### config.mk
export PLATFORM = sky130hd
export DESIGN_NAME = fft_frame_feeder
export DESIGN_NICKNAME = d
export VERILOG_FILES = /design/src/rtl/fm_fft_pkg.sv /design/src/rtl/fft_feed_fifo.sv /design/src/rtl/fft_frame_feeder.sv
export SDC_FILE = /design/constraint.sdc
export NUM_CORES = 1
export LEC_CHECK = 0
export CAP_MARGIN = 40
export CORE_MARGIN = 5
export CORE_UTILIZATION = 40
export DETAILED_ROUTE_END_ITERATION = 10
export DONT_BUFFER_PORTS = 1
export GPL_TIMING_DRIVEN = 0
export PLACE_DENSITY = 0.54
export SLEW_MARGIN = 30
export SYNTH_ARGS = -nofsm -noshare
export SYNTH_HDL_FRONTEND = slang
export SYNTH_SLANG_ARGS = --single-unit
export TNS_END_PERCENT = 20
### constraint.sdc
create_clock -name clk_clk -period 4.89 [get_ports clk_clk]
set_input_delay 0.2445 -clock clk_clk [delete_from_list [all_inputs] [get_ports clk_clk]]
set_output_delay 0.2445 -clock clk_clk [all_outputs]
set_load 0.05 [all_outputs]
### src/rtl/fm_fft_pkg.sv
// Shared constants and types for the FM FFT feeder path.
// Sample words are {real, imag}; the Avalon-ST error code is passed as a constant.
package fm_fft_pkg;

    localparam int DATA_W  = 22;
    localparam int FFT_LEN = 1024;
    localparam int SINK_W  = 2 * DATA_W;

    localparam int RE_LSB = DATA_W;
    localparam int RE_MSB = SINK_W - 1;
    localparam int IM_LSB = 0;
    localparam int IM_MSB = DATA_W - 1;

    localparam logic [1:0] AVST_ERR_NONE     = 2'b00;
    localparam logic [1:0] AVST_ERR_OVERFLOW = 2'b01;

    typedef struct packed {
        logic [DATA_W-1:0] re;
        logic [DATA_W-1:0] im;
    } cplx_t;

endpackage

### src/rtl/fft_feed_fifo.sv
// Show-ahead synchronous FIFO; a push is visible on dout one cycle later.
// Full rejects a push unless a pop happens in the same cycle.
module fft_feed_fifo #(
    parameter int WIDTH = 44,
    parameter int DEPTH = 16
) (
    input  logic             clk_i,
    input  logic             rst_ni,
    input  logic             push_i,
    input  logic             pop_i,
    input  logic [WIDTH-1:0] din_i,
    output logic [WIDTH-1:0] dout_o,
    output logic             full_o,
    output logic             empty_o
);

    localparam int AW = $clog2(DEPTH);

    logic [WIDTH-1:0] mem_q [DEPTH];
    logic [AW-1:0]    wr_ptr_q, wr_ptr_d;
    logic [AW-1:0]    rd_ptr_q, rd_ptr_d;
    logic [AW:0]      count_q, count_d;
    logic             do_push, do_pop;

    assign full_o  = (count_q == (AW+1)'(DEPTH));
    assign empty_o = (count_q == '0);
    assign do_pop  = pop_i && !empty_o;
    assign do_push = push_i && (!full_o || do_pop);
    assign dout_o  = empty_o ? '0 : mem_q[rd_ptr_q];

    always_comb begin
        wr_ptr_d = wr_ptr_q;
        rd_ptr_d = rd_ptr_q;
        count_d  = count_q;
        if (do_push) wr_ptr_d = wr_ptr_q + 1'b1;
        if (do_pop)  rd_ptr_d = rd_ptr_q + 1'b1;
        case ({do_push, do_pop})
            2'b10:   count_d = count_q + 1'b1;
            2'b01:   count_d = count_q - 1'b1;
            default: count_d = count_q;
        endcase
    end

    always_ff @(posedge clk_i) begin
        if (!rst_ni) begin
            wr_ptr_q <= '0;
            rd_ptr_q <= '0;
            count_q  <= '0;
        end else begin
            wr_ptr_q <= wr_ptr_d;
            rd_ptr_q <= rd_ptr_d;
            count_q  <= count_d;
        end
    end

    // Storage needs no reset: reads are masked while the FIFO is empty.
    always_ff @(posedge clk_i) begin
        if (do_push) mem_q[wr_ptr_q] <= din_i;
    end

endmodule

### src/rtl/fft_frame_feeder.sv
// Buffers free-running samples and frames them into FFT_LEN-word Avalon-ST packets.
// One cycle input-to-valid latency; FFT backpressure fills the FIFO, then samples drop and overflow sticks.
module fft_frame_feeder #(
    parameter int FFT_LEN    = 1024,
    parameter int DATA_W     = 22,
    parameter int FIFO_DEPTH = 16
) (
    input  logic                clk_clk,
    input  logic                reset_reset_n,
    input  logic                in_valid,
    input  logic [DATA_W-1:0]   in_i,
    input  logic [DATA_W-1:0]   in_q,
    output logic                fft_sink_valid,
    input  logic                fft_sink_ready,
    output logic [1:0]          fft_sink_error,
    output logic                fft_sink_startofpacket,
    output logic                fft_sink_endofpacket,
    output logic [2*DATA_W-1:0] fft_sink_data,
    output logic                overflow,
    input  logic                clear_overflow,
    output logic [15:0]         frame_count
);

    import fm_fft_pkg::*;

    localparam int IDX_W = $clog2(FFT_LEN);

    cplx_t              in_word;
    logic               fifo_full, fifo_empty;
    logic               xfer, push, drop, idx_last;
    logic [IDX_W-1:0]   idx_q, idx_d;
    logic [15:0]        frame_cnt_q, frame_cnt_d;
    logic               ovf_q, ovf_d;

    assign in_word.re = in_i;
    assign in_word.im = in_q;

    assign xfer     = fft_sink_valid && fft_sink_ready;
    assign push     = in_valid && (!fifo_full || xfer);
    assign drop     = in_valid && fifo_full && !xfer;
    assign idx_last = (idx_q == IDX_W'(FFT_LEN - 1));

    fft_feed_fifo #(
        .WIDTH (2*DATA_W),
        .DEPTH (FIFO_DEPTH)
    ) u_fifo (
        .clk_i   (clk_clk),
        .rst_ni  (reset_reset_n),
        .push_i  (push),
        .pop_i   (xfer),
        .din_i   (in_word),
        .dout_o  (fft_sink_data),
        .full_o  (fifo_full),
        .empty_o (fifo_empty)
    );

    assign fft_sink_valid         = !fifo_empty;
    assign fft_sink_error         = AVST_ERR_NONE;
    assign fft_sink_startofpacket = (idx_q == '0) && fft_sink_valid;
    assign fft_sink_endofpacket   = idx_last && fft_sink_valid;
    assign overflow               = ovf_q;
    assign frame_count            = frame_cnt_q;

    always_comb begin
        idx_d       = idx_q;
        frame_cnt_d = frame_cnt_q;
        if (xfer) begin
            idx_d = idx_last ? '0 : idx_q + 1'b1;
            if (idx_last) frame_cnt_d = frame_cnt_q + 1'b1;
        end
        // A drop in the same cycle as a clear keeps the flag set.
        ovf_d = drop ? 1'b1 : (clear_overflow ? 1'b0 : ovf_q);
    end

    always_ff @(posedge clk_clk) begin
        if (!reset_reset_n) begin
            idx_q       <= '0;
            frame_cnt_q <= '0;
            ovf_q       <= 1'b0;
        end else begin
            idx_q       <= idx_d;
            frame_cnt_q <= frame_cnt_d;
            ovf_q       <= ovf_d;
        end
    end

endmodule

==> results.sh <==
export IMPL_route_detailed_drc=0
export IMPL_place_gp_congestion=0.7414
export IMPL_r2r_slack_ns=1.69
export IMPL_cts_buffers=80
export IMPL_post_route_util_pct=48.79
export IMPL_antenna_found_initial=3
export IMPL_clkSinkCount=748
export IMPL_rr_worst_depth=13
export IMPL_power_w=0.01788
export IMPL_first_pass_iters=5
export IMPL_avgSynthCellArea_um2=21.25
export IMPL_ant_nets=0
export IMPL_fmax_mhz=253.3
export IMPL_placed_cell_area_mm2=0.03195
export IMPL_crit_arrival_ns=3.70
export IMPL_post_route_min_period_ns=3.948
export IMPL_rsz0062_at_grt="false"
export IMPL_synth_area_mm2=0.02894
export IMPL_worst_pin_slew_ns=0.8500
export IMPL_tritoncts="yes"
export IMPL_setup_tns_ns=0
export IMPL_die_w_um=279.0
export IMPL_hold_path_depth=3
export IMPL_final_nets=1639
export IMPL_cp_top_family="buffers and inverters"
export IMPL_r2r_start="u_fifo.count_q[1]"
export IMPL_worst_setup_path_type="flop to output pin"
export IMPL_cp_slowest_cell="buf_1"
export IMPL_synth_edf_count=704
export IMPL_ys_flop_type="edfxtp_1"
export IMPL_nFillCells=5866
export IMPL_slew_viol_final=0
export IMPL_p_leak_nw=10.74
export IMPL_syn2layout_area_growth_pct=20.72
export IMPL_drv_cap=0
export IMPL_std_cell_rows=98
export IMPL_async_reset_ff_share_pct=0
export IMPL_grt_max_degree=17
export IMPL_ctsResizeCount=0
export IMPL_clk_latency_ns=0.61
export IMPL_worstPathMaxFanout=10
export IMPL_finalInstanceArea_mm2=0.03493
export IMPL_ios=115
export IMPL_seqCellArea_mm2=0.02202
export IMPL_status="finished, final reports clean"
export IMPL_numPortBuffers=0
export IMPL_critPathMaxStageDelay_ns=0.71
export IMPL_drt_iter0_drc=1083
export IMPL_synth_distinct_cells=48
export IMPL_grt_overflow=0
export IMPL_min_from="in_valid"
export IMPL_yosysWarnings=0
export IMPL_hold_violations=0
export IMPL_drive_gt1_share_pct=29.15
export IMPL_cp_common_cell="clkbuf_1"
export IMPL_syn_inst=1362
export IMPL_multi_input_area_mm2=0.006898
export IMPL_antenna_cells=0
export IMPL_peakVddDrop_uv=425.8
export IMPL_start_kind="flop"
export IMPL_dp_hpwl_um=46150
export IMPL_dpl_worst_slack_ns=1.514
export IMPL_vias_per_cell=5.462
export IMPL_htree_levels=3
export IMPL_worst_slack_ns=0.9421
export IMPL_cp_cell_sequence="clkbuf_1 -> clkbuf_1 -> buf_1 -> mux4_2 -> mux2i_1 -> o22ai_2"
export IMPL_endpoint_kind="output pin"
export IMPL_fp_dieH_um=279.0
export IMPL_reg2reg_to="u_fifo.count_q[2]"
export IMPL_core_mm2=0.07161
export IMPL_min_path_type="input port to flop"
export IMPL_grt_pass1_wl_um=99850
export IMPL_clock_skew_ns=0.01484
export IMPL_timing_final_crit_share_pct=80.73
export IMPL_setup_viol=0
export IMPL_start_util_pct=40.41
export IMPL_gr_usage_all_layers_pct=17.27
export IMPL_clk_pin_slew_ns=0.06
export IMPL_post_drt_wl_per_cell_um=26.10
export IMPL_cp_num_buf_inv=3
export IMPL_yosys_register_bits=748
export IMPL_slew_headroom_pct=43.34
export IMPL_cts_root_buf="clkbuf_16"
export IMPL_cp_required_ns=4.65
export IMPL_pwr_density_cell_mw_per_mm2=511.8
export IMPL_hold_end="u_fifo.wr_ptr_q[2]"
export IMPL_wl_um=67610
export IMPL_ctsLongestPathBuffers=3
export IMPL_grt_pass1_vias=14956
export IMPL_yosysSeqAreaShare_pct=76.10
export IMPL_num_vias=14147
export IMPL_fp_dieArea_mm2=0.07782
stage by stage:
step | cells | hold WS, ns
6_report | 2590 | 0.04885
5_1_grt | 2590 | 0.05278
4_1_cts | 2590 | 0.01755
3_5_place_dp | 2400 | 0.3443
3_3_place_gp | 2313 | 0.3442
2_1_floorplan | 1363 | 0.3434
cells in the final DEF (no fill, tap or decap), types with 11 or more instances in the layout:
master           n
o22ai_2         44
edfxtp_1       704
mux2i_1         93
a21oi_1         24
buf_2           30
dfxtp_1         44
clkbuf_16       83
buf_4           41
clkinv_1        11
dlygate4sd3_1   47
o31ai_1         11
or4_1           11
buf_6           19
mux4_2         176
nand2_1         25
clkbuf_1        56
nor2_4          12
buf_16          36
ha_1            11
nor2_1          19
logic make-up (layout without fill, tap and decap cells):
family                     after synthesis  after routing  share of synthesized area, %
DFF                                    748            748                         76.10
AOI/OAI and AO/OA                      107            107                         2.417
muxes                                  269            269                         16.91
xor gates and xnor gates                13             13                        0.3935
other                                    1              2                       0.01296
and+or+nand+nor                        126            126                         2.279
adders and majority gates               11             11                        0.4756
buffers and inverters                   87            364                         1.410
cells in the mapped netlist, types with 6 or more instances:
cell / number / area [um2]
buf_2: 29 / 145.1
mux4_2: 176 / 3964
buf_1: 7 / 26.28
nand2b_1: 8 / 50.05
buf_4: 6 / 45.04
o21ai_0: 8 / 40.04
xor2_1: 10 / 87.58
nand2_1: 25 / 93.84
edfxtp_1: 704 / 21140
nor2_1: 31 / 116.4
mux2i_1: 93 / 930.9
nand3_1: 10 / 50.05
o31ai_1: 11 / 82.58
clkbuf_1: 31 / 116.4
a21oi_1: 24 / 120.1
dfxtp_1: 44 / 880.8
inv_1: 9 / 33.78
and3_1: 7 / 43.79
or3_1: 7 / 43.79
o22ai_1: 44 / 275.3
or4_1: 11 / 82.58
nor3_1: 8 / 40.04
ha_1: 11 / 137.6
sequential cells by signal, indices dropped and copies added, names as in the netlist, named ones only:
register and cells:
idx_q 10, u_fifo.rd_ptr_q 4, u_fifo.wr_ptr_q 4, u_fifo.mem_q 704
u_fifo.count_q 5, overflow 1, frame_count 16
worst min-delay path, stage by stage:
cell	delay, ns
o211ai_2	0.20
xor2_1	0.11
nor2_1	0.07
what timing repair did:
action	CTS	global route
setup endpoints to repair	0	0
hold buffers	47	0
endpoints found under the hold margin	716	0
buffers inserted	0	0
final cells by class:
| class | count | share of cell area (%) |
|---|---|---|
| Buffer | 76 | 1.060 |
| Clock buffer | 111 | 6.275 |
| Clock inverter | 32 | 0.9133 |
| Inverter | 11 | 0.1182 |
| Multi-Input combinational cell | 528 | 19.74 |
| Sequential cell | 748 | 63.03 |
| Tap cell | 950 | 3.402 |
| Timing Repair Buffer | 134 | 5.451 |
power breakdown:
part           switching (W)  internal (W)  leakage [nW]
clock network        0.00237       0.00345          1.21
registers          0.0000689       0.00718          6.72
logic                0.00316       0.00165          2.81
total                0.00560        0.0123          10.7
routing by layer:
layer | up-vias | part of all wire, % | GRT usage (%)
met5 | - | 0.059 | 0
met4 | 6 | 1.7 | 4.387
met3 | 79 | 5.7 | 3.386
met2 | 373 | 50 | 28.71
met1 | 7532 | 43 | 23.74
li1 | 6157 | - | -
worst max-delay path by stage:
stage                         startpoint                  end  slack [ns]  cells past startpoint
after floorplan           fft_sink_ready   u_fifo.mem_q[0][0]        0.40                      5
after global placement    fft_sink_ready  u_fifo.mem_q[2][18]       -3.75                      5
after detailed placement            flop     fft_sink_data[1]        1.51                      6
after CTS                           flop     fft_sink_data[1]        0.84                      6
after global routing                flop     fft_sink_data[3]        0.81                      6
final                               flop    fft_sink_data[42]        0.94                      6
Power figures use the tool's default switching activity.
